<file path="config.mk">
export PLATFORM = sky130hd
export DESIGN_NAME = ls_mem_ctrl
export DESIGN_NICKNAME = d
export VERILOG_FILES = /design/src/rtl/ls_mem_ctrl.sv
export SDC_FILE = /design/constraint.sdc
export NUM_CORES = 1
export LEC_CHECK = 0
export BUFFER_PORTS_ARGS = -buffer_cell sky130_fd_sc_hd__buf_2
export CAP_MARGIN = 20
export CORE_MARGIN = 3
export CORE_UTILIZATION = 35
export CTS_CLUSTER_DIAMETER = 50
export DETAILED_ROUTE_END_ITERATION = 8
export GPL_TIMING_DRIVEN = 0
export PLACE_DENSITY = 0.7
export REMOVE_ABC_BUFFERS = 1
export SKIP_CTS_REPAIR_TIMING = 1
export SLEW_MARGIN = 20
export SYNTH_ARGS = -nofsm -noshare
export SYNTH_HDL_FRONTEND = slang
export SYNTH_SLANG_ARGS = --single-unit
</file>
<file path="constraint.sdc">
create_clock -name clk -period 2.51 [get_ports clk]
set_input_delay 0.3765 -clock clk [delete_from_list [all_inputs] [get_ports clk]]
set_output_delay 0.3765 -clock clk [all_outputs]
set_load 0.01 [all_outputs]
</file>
<file path="src/rtl/ls_mem_ctrl.sv">
// Data-memory access sequencer behind the load/store buffer: one load or store
// in flight, fixed-latency reads returned over the CDB, single-cycle writes.
module ls_mem_ctrl #(
  parameter int          ROB_BITS = 4,
  parameter int          MEM_BITS = 12,
  parameter int          MEM_LAT  = 2,
  parameter logic [11:0] LW_OPC   = 12'h023,
  parameter logic [11:0] SW_OPC   = 12'h02B
) (
  input  logic                clk,
  input  logic                rst,
  input  logic                flush,
  input  logic                in_valid,
  output logic                in_ready,
  input  logic [ROB_BITS:0]   in_roben,
  input  logic [11:0]         in_opcode,
  input  logic [31:0]         in_ea,
  input  logic [31:0]         in_wdata,
  output logic [MEM_BITS-1:0] mem_addr,
  output logic                mem_re,
  output logic                mem_we,
  output logic [31:0]         mem_wdata,
  input  logic [31:0]         mem_rdata,
  output logic                cdb_req,
  input  logic                cdb_gnt,
  output logic [ROB_BITS:0]   cdb_roben,
  output logic [31:0]         cdb_val,
  output logic                st_done,
  output logic [ROB_BITS:0]   st_roben,
  output logic                illegal_op
);

  typedef enum logic [2:0] {
    IDLE     = 3'd0,
    RD_ISSUE = 3'd1,
    RD_WAIT  = 3'd2,
    CDB_HOLD = 3'd3,
    WR       = 3'd4
  } state_t;

  state_t              state, state_nxt;
  logic [3:0]          cnt, cnt_nxt;
  logic                accept;
  logic [MEM_BITS-1:0] mem_addr_nxt;
  logic                mem_re_nxt, mem_we_nxt;
  logic [31:0]         mem_wdata_nxt;
  logic                cdb_req_nxt;
  logic [ROB_BITS:0]   cdb_roben_nxt;
  logic [31:0]         cdb_val_nxt;
  logic                st_done_nxt;
  logic [ROB_BITS:0]   st_roben_nxt;
  logic                illegal_op_nxt;

  // Upper effective-address bits are deliberately ignored (address wraps).
  logic unused_ea;
  assign unused_ea = ^in_ea[31:MEM_BITS];

  assign in_ready = (state == IDLE) && !rst;
  assign accept   = in_valid && in_ready && (in_roben != '0) && !flush;

  always_comb begin
    state_nxt      = state;
    cnt_nxt        = cnt;
    mem_addr_nxt   = mem_addr;
    mem_re_nxt     = 1'b0;
    mem_we_nxt     = 1'b0;
    mem_wdata_nxt  = mem_wdata;
    cdb_req_nxt    = cdb_req;
    cdb_roben_nxt  = cdb_roben;
    cdb_val_nxt    = cdb_val;
    st_done_nxt    = 1'b0;
    st_roben_nxt   = st_roben;
    illegal_op_nxt = 1'b0;

    case (state)
      IDLE: begin
        cdb_req_nxt = 1'b0;
        if (accept) begin
          if (in_opcode == LW_OPC) begin
            state_nxt     = RD_ISSUE;
            mem_re_nxt    = 1'b1;
            mem_addr_nxt  = in_ea[MEM_BITS-1:0];
            cdb_roben_nxt = in_roben;
          end else if (in_opcode == SW_OPC) begin
            state_nxt     = WR;
            mem_we_nxt    = 1'b1;
            mem_addr_nxt  = in_ea[MEM_BITS-1:0];
            mem_wdata_nxt = in_wdata;
            st_done_nxt   = 1'b1;
            st_roben_nxt  = in_roben;
          end else begin
            illegal_op_nxt = 1'b1;
          end
        end
      end

      RD_ISSUE: begin
        if (flush) begin
          state_nxt = IDLE;
        end else if (MEM_LAT == 1) begin
          // Single-cycle memory: data is already valid during the strobe cycle.
          state_nxt   = CDB_HOLD;
          cdb_val_nxt = mem_rdata;
          cdb_req_nxt = 1'b1;
        end else begin
          state_nxt = RD_WAIT;
          cnt_nxt   = 4'(MEM_LAT - 1);
        end
      end

      RD_WAIT: begin
        if (flush) begin
          state_nxt = IDLE;
          cnt_nxt   = '0;
        end else if (cnt == 4'd1) begin
          state_nxt   = CDB_HOLD;
          cnt_nxt     = '0;
          cdb_val_nxt = mem_rdata;
          cdb_req_nxt = 1'b1;
        end else begin
          cnt_nxt = cnt - 4'd1;
        end
      end

      CDB_HOLD: begin
        // A grant coinciding with flush still counts: the broadcast happened.
        if (cdb_gnt || flush) begin
          state_nxt   = IDLE;
          cdb_req_nxt = 1'b0;
        end
      end

      WR: begin
        state_nxt = IDLE;
      end

      default: begin
        state_nxt   = IDLE;
        cnt_nxt     = '0;
        cdb_req_nxt = 1'b0;
      end
    endcase
  end

  always_ff @(posedge clk) begin
    if (rst) begin
      state      <= IDLE;
      cnt        <= '0;
      mem_addr   <= '0;
      mem_re     <= 1'b0;
      mem_we     <= 1'b0;
      mem_wdata  <= '0;
      cdb_req    <= 1'b0;
      cdb_roben  <= '0;
      cdb_val    <= '0;
      st_done    <= 1'b0;
      st_roben   <= '0;
      illegal_op <= 1'b0;
    end else begin
      state      <= state_nxt;
      cnt        <= cnt_nxt;
      mem_addr   <= mem_addr_nxt;
      mem_re     <= mem_re_nxt;
      mem_we     <= mem_we_nxt;
      mem_wdata  <= mem_wdata_nxt;
      cdb_req    <= cdb_req_nxt;
      cdb_roben  <= cdb_roben_nxt;
      cdb_val    <= cdb_val_nxt;
      st_done    <= st_done_nxt;
      st_roben   <= st_roben_nxt;
      illegal_op <= illegal_op_nxt;
    end
  end

endmodule

</file>
Yosys cells after proc, flatten, opt, wreduce, memory -nomap -nowiden
Cells that the tools add are included.
{ "totals": {"elab_cells": 74, "output_inout_bits": 92, "reg_bits": 97} }
{ "classes": {"n_reduce_logical": 21, "eq_ne": 14, "mux": 21, "add_sub_neg": 1, "bitwise": 6} }
{ "ops": {"columns": ["op", "n"], "rows": [
  ["$eq A12 B6 Y1 const B", 2],
  ["$mux W12", 2],
  ["$mux W3", 6],
  ["$mux W4", 3],
  ["$pmux W3 S4", 1],
  ["$pmux W4 S3", 1],
  ["$reduce_and A4 Y1", 3],
  ["$ne A2 B2 Y1 const B", 5],
  ["$reduce_and A3 Y1", 3],
  ["$eq A3 B2 Y1 const B", 2],
  ["$mux W1", 6],
  ["$not A1 Y1", 6],
  ["$reduce_or A3 Y1", 2],
  ["$reduce_bool A5 Y1", 1],
  ["$eq A4 B1 Y1 const B", 1],
  ["$logic_and A1 B1 Y1", 4],
  ["$reduce_or A4 Y1", 1],
  ["$sub A4 B1 Y4 const B", 1],
  ["$eq A3 B1 Y1 const B", 1],
  ["$eq A3 B3 Y1 const B", 1],
  ["$logic_not A3 Y1", 1],
  ["$ne A3 B1 Y1 const B", 1],
  ["$ne A3 B3 Y1 const B", 1],
  ["$pmux W1 S3", 1],
  ["6 further kinds", 7]
]} }

Depth between registers and ports, before layout
Gate-level depths: netlist of the first run.
{ "logic_depth": {"word_depth": 7, "mapped_depth": 8, "mapped_depth_nobuf": 6} }

Least setup slack after synthesis of the first run
OpenSTA, ideal clock, no wires.
{ "synth_timing": {"path_kind": "in2reg", "start": "in in_roben[1]", "end": "reg mem_wdata[27]", "slack_ns": 0.782, "required_time_ns": 2.378, "path_stages": 6, "arrival_time_ns": 1.596, "setup_ns": 0.132, "path_cell_list": "or4_4 o211a_1 buf_2 buf_1 nand4_1 a21oi_1"} }
{ "synth_between": {"elab_chain_len": 4} }
{ "synth_rtl": {"columns": ["item", "line", "rtl"], "rows": [
  ["start, declared", "15", "input logic [ROB_BITS:0] in_roben,"],
  ["$reduce_bool A5 Y1", "59", "assign accept = in_valid && in_ready && (in_roben != '0) && !flush;"],
  ["$logic_and A1 B1 Y1 (2 in a row)", "59", null],
  ["$reduce_and A4 Y1 (no line)", null, null],
  ["end signal, assigned", "165", "mem_wdata <= mem_wdata_nxt;"],
  ["end, declared", "22", "output logic [31:0] mem_wdata,"]
]} }
No other way between the ends.
A chain may end at the register's enable or synchronous reset.

Worst setup path in the final report of the first run
{ "layout_timing": {"start": "reg state[1]", "end": "reg cdb_val[6]"} }
{ "layout_between": {"elab_chain_len": 2} }
{ "layout_rtl": {"columns": ["item", "line", "rtl"], "rows": [
  ["start, declared", "41", "state_t state, state_nxt;"],
  ["start signal, assigned", "160", "state <= state_nxt;"],
  ["$eq A3 B2 Y1", "75", "case (state)"],
  ["$reduce_and A3 Y1 (no line)", null, null],
  ["end signal, assigned", "168", "cdb_val <= cdb_val_nxt;"],
  ["end, declared", "27", "output logic [31:0] cdb_val,"]
]} }
No other way between the ends.

==> results of run 1 <==
-- sequential cells by signal (all words and copies together) (netlist names) --
signal      count
cdb_req         1
mem_addr       12
mem_wdata      32
cdb_val        32
illegal_op      1
state           3
cdb_roben       5
st_roben        5
cnt             4
st_done         1
mem_re          1
-- layer usage --
layer	vias to the layer above	global-route usage, %	share of wire, %	wire (um)
met4	0	8.894	3.6	430
met1	2002	21.43	41	4850
met3	31	2.918	5.7	687
met5	-	0	0	0
li1	2074	-	-	-
met2	138	31.13	50	5983
-- cells by family (layout without fill, tap and decap cells) --
| logic type | Yosys count | in the layout | synth area share [%] |
|---|---|---|---|
| flip-flops | 97 | 97 | 47.93 |
| XOR/XNOR | 1 | 1 | 0.2162 |
| AO/OA/AOI/OAI | 158 | 158 | 22.92 |
| AND/OR/NAND/NOR | 165 | 165 | 21.25 |
| adder cells (fa/ha/maj) | 2 | 2 | 0.6176 |
| buffers and inverters | 58 | 218 | 6.578 |
| multiplexers | 2 | 2 | 0.4942 |
-- power groups by stage --
stage               clock network [mW]  logic, mW  registers, mW
floorplan                            0     0.0344           1.57
global placement                     0      0.160           1.57
detailed placement                   0      0.180           1.57
CTS                               1.41      0.181           1.54
global route                      1.47      0.200           1.54
finish                            1.36      0.183           1.54
-- worst max path at each step --
stage	from	end	slack, ns	depth (start not counted)
2_1_floorplan	in_opcode[4]	state[2]	-0.57	4
3_3_place_gp	in_opcode[4]	state[2]	-1.54	5
3_5_place_dp	state[1]	cdb_val[3]	0.07	4
4_1_cts	state[1]	cdb_val[3]	0.06	4
5_1_grt	state[1]	cdb_val[7]	0.01	5
6_report	state[1]	cdb_val[6]	0.34	5
-- stage by stage --
stage	worst slack (ns)	util (%)	hold WS, ns
after global routing	0.01234	49.18	0.2741
after global placement	-1.544	44.39	0.4398
after detailed placement	0.06530	46.35	0.4460
after floorplan	-0.5716	-	0.4456
after CTS	0.06335	49.03	0.2579
final	0.3359	49.18	0.2710
-- synthesized netlist by cell type, types with 3 or more instances --
cell type	count	area share, %
buf_2	15	1.9
o21ai_0	12	1.5
buf_6	3	0.83
clkbuf_1	32	3.0
nand4_1	42	6.5
o21ai_1	5	0.62
nor2_1	12	1.1
dfxtp_1	97	48
nor3_1	6	0.74
buf_1	3	0.28
nand2_1	67	6.2
a21oi_1	90	11
inv_1	3	0.28
nand3_1	14	1.7
o31ai_1	42	7.8
-- cells in the final DEF (no fill, tap or decap), types with 3 or more instances in the layout --
master     Yosys  layout
clkbuf_16      0       9
buf_16         0       4
dfxtp_1       97      97
nor3_1         6       6
nand4_1       42      42
o31ai_1       42      42
nand3_1       14      13
clkinv_2       0       3
buf_2         15     188
o21ai_1        5       5
buf_8          0       4
nor2_1        12      12
nand2_1       67      67
a21oi_1       90      90
o21ai_0       12      12
-- critical path: cells and delay by family (launching register included) --
family                 cells  cell delay, ns
buffers and inverters      1            0.29
DFF                        1            0.64
and+or+nand+nor            3            1.04
AOI/OAI and AO/OA          1            0.07
-- final cells by class --
class / count / area [sq um] / area share (%)
Sequential cell: 97 / 1942 / 35.65
Multi-Input combinational cell: 328 / 1864 / 34.22
Timing Repair Buffer: 199 / 1159 / 21.27
Clock buffer: 11 / 242.7 / 4.456
Tap cell: 140 / 175.2 / 3.215
Clock inverter: 5 / 53.80 / 0.9876
Inverter: 3 / 11.26 / 0.2067
==> results.toml, run 1 <==
[setup_path]
worst_path_max_delay_cell = "dfxtp_1"
worst_r2r_endpoint = "cdb_val[6]"
path_max_fanout = 21
ff2ff_setup_slack_ns = 0.34
critPathLaunchType = "flip-flop"
path_cells = "nor4b_1 -> nand2_1 -> buf_8 -> nand2_1 -> a21oi_1"
endpoint_kind = "flip-flop"
r2r-start = "state[1]"
slowest_delay_ns = 0.64
cp.required_ns = 2.71
reg2regPathDepth = 5
crit_path_frequent_cell = "nand2_1"
path_class = "flip-flop to flip-flop"
cp.arrival_ns = 2.37

[place]
port_buffers = 189
gp_congestion = 0.7931
dp_hpwl_um = 8495
place_inst = 766
placed_area_sq_mm = 0.005135

[sta]
slew_headroom_pct = 46.61
slew_viol_final = 0
rsz0062_at_grt = "no"
clock.fmax_mhz = 460.0
fin_setup_tns_ns = 0
finalCriticalPeriod_ns = 2.174
period_share_pct = 86.62
tightestPinTransition_ns = 0.8008
finClkSkew_ns = 0.008298
setup_viol = 0
hold_violations = 0

[synth]
yosys_warnings = 0
synth-seq-cells = 97
seq_area_frac_synth_pct = 47.93
synth_area_per_cell_sq_um = 8.388
syn_inst = 483
synth_cell_types = 42
synth_area_sq_mm = 0.004051
synthFlopType = "dfxtp_1"
async_flop_share_pct = 0
synth-edff-count = 0

[die]
pin_count = 210
die_y_um = 113.6
placementRows = 38
start_util_pct = 36.57
die_w_um = 113.6
die_area_sq_mm = 0.01290
core_sq_mm = 0.01108

[pwr]
p_comb_share_pct = 5.9
switching_power_mw = 0.6720
leakage_nw = 2.254
pwr-share-seq_pct = 49.9
power_mw = 3.086
power_density_mw_per_mm2 = 566.5
switching_share_pct = 21.78
p_clk_share_pct = 44.2
internal_power_mw = 2.414
peakVddDrop_v = 0.0002559

[detailed_routing]
drtIter0Drc = 245
ant_nets = 0
vias = 4245
dr.pass1.iters = 5
routed_wl_um = 11950
via_per_inst = 5.421
drc = 0
wire_per_inst_um = 15.26

[status]
status = "complete, no violations"

[finish]
design_area_sq_mm = 0.005448
instances_no_fill = 783
synthToLayoutAreaGrowth_pct = 34.47
final_layout_size_suffix_gt1_share_pct = 34.68
fillCellCount = 1107
antennaDiodeCount = 0
layout.nets = 758

[clock_tree]
clock_latency_ns = 0.34
clkTransAtPathRegs_ns = 0.06
cts_tree = "yes"
htree_levels = 3
cts_max_path_buffers = 2
root_buffer = "clkbuf_16"
numClockSinks = 97
cts_buffers = 9

[min_path]
min_from = "cdb_gnt"
min_path_cells = 2
holdPathEnd = "state[1]"
hp-class = "input port to flip-flop"

[grt]
track_usage_pct = 17.94
grt_overflow_total = 0
grt_max_degree = 51
grt_pass1_wl_um = 19220
antenna_found_initial = 0
grt_pass1_vias = 4068

[flow_run]
max_cap_violations = 0
(Power assumes the default switching activity.)
==> run 2: changes to the inputs <==
--- a/config.mk
+++ b/config.mk
@@ -8,11 +8,11 @@
 export BUFFER_PORTS_ARGS = -buffer_cell sky130_fd_sc_hd__buf_2
 export CAP_MARGIN = 20
 export CORE_MARGIN = 3
-export CORE_UTILIZATION = 35
+export CORE_UTILIZATION = 45
 export CTS_CLUSTER_DIAMETER = 50
 export DETAILED_ROUTE_END_ITERATION = 8
 export GPL_TIMING_DRIVEN = 0
-export PLACE_DENSITY = 0.7
+export PLACE_DENSITY = 0.86
 export REMOVE_ABC_BUFFERS = 1
 export SKIP_CTS_REPAIR_TIMING = 1
 export SLEW_MARGIN = 20
==> run 2 against run 1 <==
  * Non-clock buffer count down 4
  * Final area down 4.2%
  * Die area down 21%
  * Count of clock-buffer cells in the layout unchanged
  * Core utilization up 12 points
  * Sequential share of layout area up 1.6 points
  * Highest routed layer unchanged
==> results.toml, run 2 (same netlist as run 1, synthesis figures left out) <==
[sta]
setup_viol = 0
slew_viol_final = 0
rsz0062_at_grt = "no"
hold_violations = 0
clock.fmax_mhz = 458.1
fin_setup_tns_ns = 0
tightestPinTransition_ns = 0.7731
worst_slack_ns = 0.3270
period_share_pct = 86.97
whs_ns = 0.2531
slew_headroom_pct = 48.46
finalCriticalPeriod_ns = 2.183
finClkSkew_ns = 0.01689

[clock_tree]
clkTransAtPathRegs_ns = 0.10
cts_tree = "yes"
numClockSinks = 97
cts_buffers = 9
cts_max_path_buffers = 2
htree_levels = 3
root_buffer = "clkbuf_8"
clock_latency_ns = 0.36

[place]
port_buffers = 189
gp_congestion = 0.7643
dp_hpwl_um = 8513
dp_slack_ns = 0.02512

[min_path]
min_from = "mem_rdata[17]"
hp-class = "input port to flip-flop"

[grt]
grt_max_degree = 57
grt_pass1_wl_um = 18950
grt_pass1_vias = 3962
track_usage_pct = 22.76
antenna_found_initial = 0
grt_overflow_total = 0

[setup_path]
endpoint_kind = "flip-flop"
crit_start = "state[1]"
path_max_fanout = 32
cp.required_ns = 2.78
cp.arrival_ns = 2.45
ff2ff_setup_slack_ns = 0.33
r2r-start = "state[1]"
critPathLaunchType = "flip-flop"
path_class = "flip-flop to flip-flop"

[die]
placementRows = 33
pin_count = 210
die_y_um = 100.9
start_util_pct = 47.86
core_sq_mm = 0.008464
die_w_um = 100.9
die_area_sq_mm = 0.01018

[detailed_routing]
drc = 0
via_per_inst = 5.698
routed_wl_um = 12050
dr.pass1.iters = 4
vias = 4239
drtIter0Drc = 233
ant_nets = 0
wire_per_inst_um = 16.20

[finish]
layout_common_cells = "188 x buf_2, 97 x dfxtp_1, 90 x a21oi_1, 66 x nand2_1"
final_layout_size_suffix_gt1_share_pct = 34.43
synthToLayoutAreaGrowth_pct = 28.78
layout.nets = 754
largestRegisters = "cdb_val (32), mem_wdata (32), mem_addr (12)"
final_common_cell = "buf_2"
antennaDiodeCount = 0
final_util_pct = 61.64

[pwr]
power_mw = 2.668
leakage_nw = 2.159
peakVddDrop_v = 0.0002472
power_density_mw_per_mm2 = 511.4

[status]
status = "complete, no violations"

[flow_run]
max_cap_violations = 0
run 2: cell type report:
type,count,area (sq um)
Fill cell,781,3247
Timing Repair Buffer,195,1077
Clock inverter,5,40.04
Tap cell,105,131.4
Multi-Input combinational cell,328,1874
Clock buffer,11,141.4
Inverter,3,11.26
Sequential cell,97,1942
run 2: power breakdown:
part | internal (mW) | switching, mW
sequential | 1.54 | 0.000112
combinational | 0.0766 | 0.108
clock | 0.396 | 0.549
run 2: per-stage QoR:
step	area [sq um]	std cells
after floorplan	3796	428
after global placement	4873	722
after detailed placement	5032	728
after CTS	5214	744
after global routing	5218	744
final	5218	744
run 2: per-layer routing:
metal | part of all wire (%) | track usage (%) | vias up
li1 | - | - | 2056
met1 | 40 | 28.45 | 1982
met2 | 51 | 38.99 | 162
met3 | 5.1 | 2.491 | 39
met4 | 3.8 | 10.78 | 0
met5 | 0 | 0 | -
run 2: critical path: stages (launching register included):
cell and delay (ns):
dfxtp_1 0.66, nor4b_1 0.53, and2_2 0.62, nand2_1 0.12, a21oi_1 0.17
run 2: worst paths after layout:
check | endpoint | cells past startpoint
setup / recovery | cdb_val[25] | 4
hold / removal | cdb_val[17] | 3
setup reg to reg | cdb_val[25] | 4
hold reg to reg | cdb_val[1] | 2
==> run 3: changes to the inputs <==
--- a/config.mk
+++ b/config.mk
@@ -11,7 +11,6 @@
 export CORE_UTILIZATION = 45
 export CTS_CLUSTER_DIAMETER = 50
 export DETAILED_ROUTE_END_ITERATION = 8
-export GPL_TIMING_DRIVEN = 0
 export PLACE_DENSITY = 0.86
 export REMOVE_ABC_BUFFERS = 1
 export SKIP_CTS_REPAIR_TIMING = 1
==> run 3 against run 2 <==
  * Worst hold slack gained 0.0075 ns
  * Cell count grew 0.54%
  * Final area shrank 0.67%
  * Routed wire length shrank 0.60%
  * Critical path depth grew 1
  * Global-route usage is essentially flat
  * Combinational power shrank 5%
  * Sequential power is essentially flat
  * Die area is the same
  * First-iteration DRC count grew 18%
  * Total power grew 1.1%
  * Maximum frequency grew 5.8%
  * Critical endpoint is now state[0]
  * Highest routed layer unchanged
==> results.toml, run 3 (same netlist as run 1, synthesis figures left out) <==
[finish]
layout_common_cells = "189 x buf_2, 97 x dfxtp_1, 90 x a21oi_1, 67 x nand2_1"
antennaDiodeCount = 0
instances_no_fill = 748
layout.nets = 758
synthToLayoutAreaGrowth_pct = 27.92
design_area_sq_mm = 0.005182
final_common_cell = "buf_2"
largestRegisters = "cdb_val (32), mem_wdata (32), mem_addr (12)"
final_layout_size_suffix_gt1_share_pct = 33.90
final_util_pct = 61.23

[die]
placementRows = 33
die_w_um = 100.9
die_area_sq_mm = 0.01018
start_util_pct = 47.86
die_y_um = 100.9
pin_count = 210
core_sq_mm = 0.008464

[sta]
finalCriticalPeriod_ns = 2.064
slew_headroom_pct = 58.41
tightestPinTransition_ns = 0.6238
hold_violations = 0
worst_slack_ns = 0.4463
setup_viol = 0
period_share_pct = 82.22
slew_viol_final = 0
rsz0062_at_grt = "no"
clock.fmax_mhz = 484.6
finClkSkew_ns = 0.01041
fin_setup_tns_ns = 0

[pwr]
p_clk_share_pct = 36.4
pwr-share-seq_pct = 57.0
power_density_mw_per_mm2 = 520.5
leakage_nw = 2.152
peakVddDrop_v = 0.0003028
switching_power_mw = 0.6248
internal_power_mw = 2.073
p_comb_share_pct = 6.5
switching_share_pct = 23.16

[grt]
grt_pass1_vias = 3957
antenna_found_initial = 0
grt_max_degree = 57
grt_overflow_total = 0
track_usage_pct = 22.79
grt_pass1_wl_um = 18990

[setup_path]
path_class = "flip-flop to flip-flop"
critPathLaunchType = "flip-flop"
endpoint_kind = "flip-flop"
cp.required_ns = 2.78
path_max_fanout = 5
cp.arrival_ns = 2.34

[place]
dp_hpwl_um = 8257
port_buffers = 189
placed_area_sq_mm = 0.004994
gp_congestion = 0.7689
dp_slack_ns = 0.4892
place_inst = 732

[clock_tree]
htree_levels = 3
clock_latency_ns = 0.35
cts_buffers = 9
cts_tree = "yes"
numClockSinks = 97
cts_max_path_buffers = 2
root_buffer = "clkbuf_8"
clkTransAtPathRegs_ns = 0.09

[detailed_routing]
drc = 0
routed_wl_um = 11980
wire_per_inst_um = 16.02
ant_nets = 0
drtIter0Drc = 276
dr.pass1.iters = 5
via_per_inst = 5.689
vias = 4255

[flow_run]
max_cap_violations = 0

[min_path]
hp-class = "input port to flip-flop"

[status]
status = "complete, no violations"
## run 3: stage by stage
stage | hold slack [ns] | total power [mW]
after detailed placement | 0.4447 | 1.747
after global placement | 0.4389 | 1.743
final | 0.2606 | 2.697
after CTS | 0.2425 | 2.730
after global routing | 0.2428 | 2.814
after floorplan | 0.4456 | 1.609
## run 3: critical path: stages, from the launching register on
cell and delay [ns]:
dfxtp_1 0.40, ha_1 0.16, nor3b_1 0.49, nor2_1 0.19, a2111oi_0 0.52, mux2i_1 0.24
## run 3: final timing paths
| kind | from | end | slack (ns) | cells after the start |
|---|---|---|---|---|
| worst max-delay path | cnt[0] | state[0] | 0.45 | 5 |
| worst max register to register | cnt[0] | state[0] | 0.45 | 5 |
| worst min-delay path | mem_rdata[3] | cdb_val[3] | 0.26 | 3 |
| worst min register to register | cdb_val[11] | cdb_val[11] | 0.46 | 2 |
## run 3: metal layers
metal | track usage, % | part of all wire, %
met3 | 3.945 | 5.2
met5 | 0 | 0
met1 | 28.33 | 40
met2 | 39.95 | 52
met4 | 7.150 | 2.3
## run 3: layout make-up
| class | count | area, sq um |
|---|---|---|
| multi-input combinational | 328 | 1863 |
| fill | 719 | 3282 |
| clock inverter | 4 | 53.80 |
| tap | 105 | 131.4 |
| sequential | 97 | 1942 |
| clock buffer | 12 | 135.1 |
| timing repair buffer | 199 | 1046 |
| inverter | 3 | 11.26 |
## run 3: power groups by stage
stage	clock [mW]	combinational, mW	sequential (mW)
after floorplan	0	0.0344	1.57
after global placement	0	0.169	1.57
after detailed placement	0	0.173	1.57
after CTS	1.02	0.173	1.54
after global routing	1.08	0.191	1.54
final	0.983	0.176	1.54
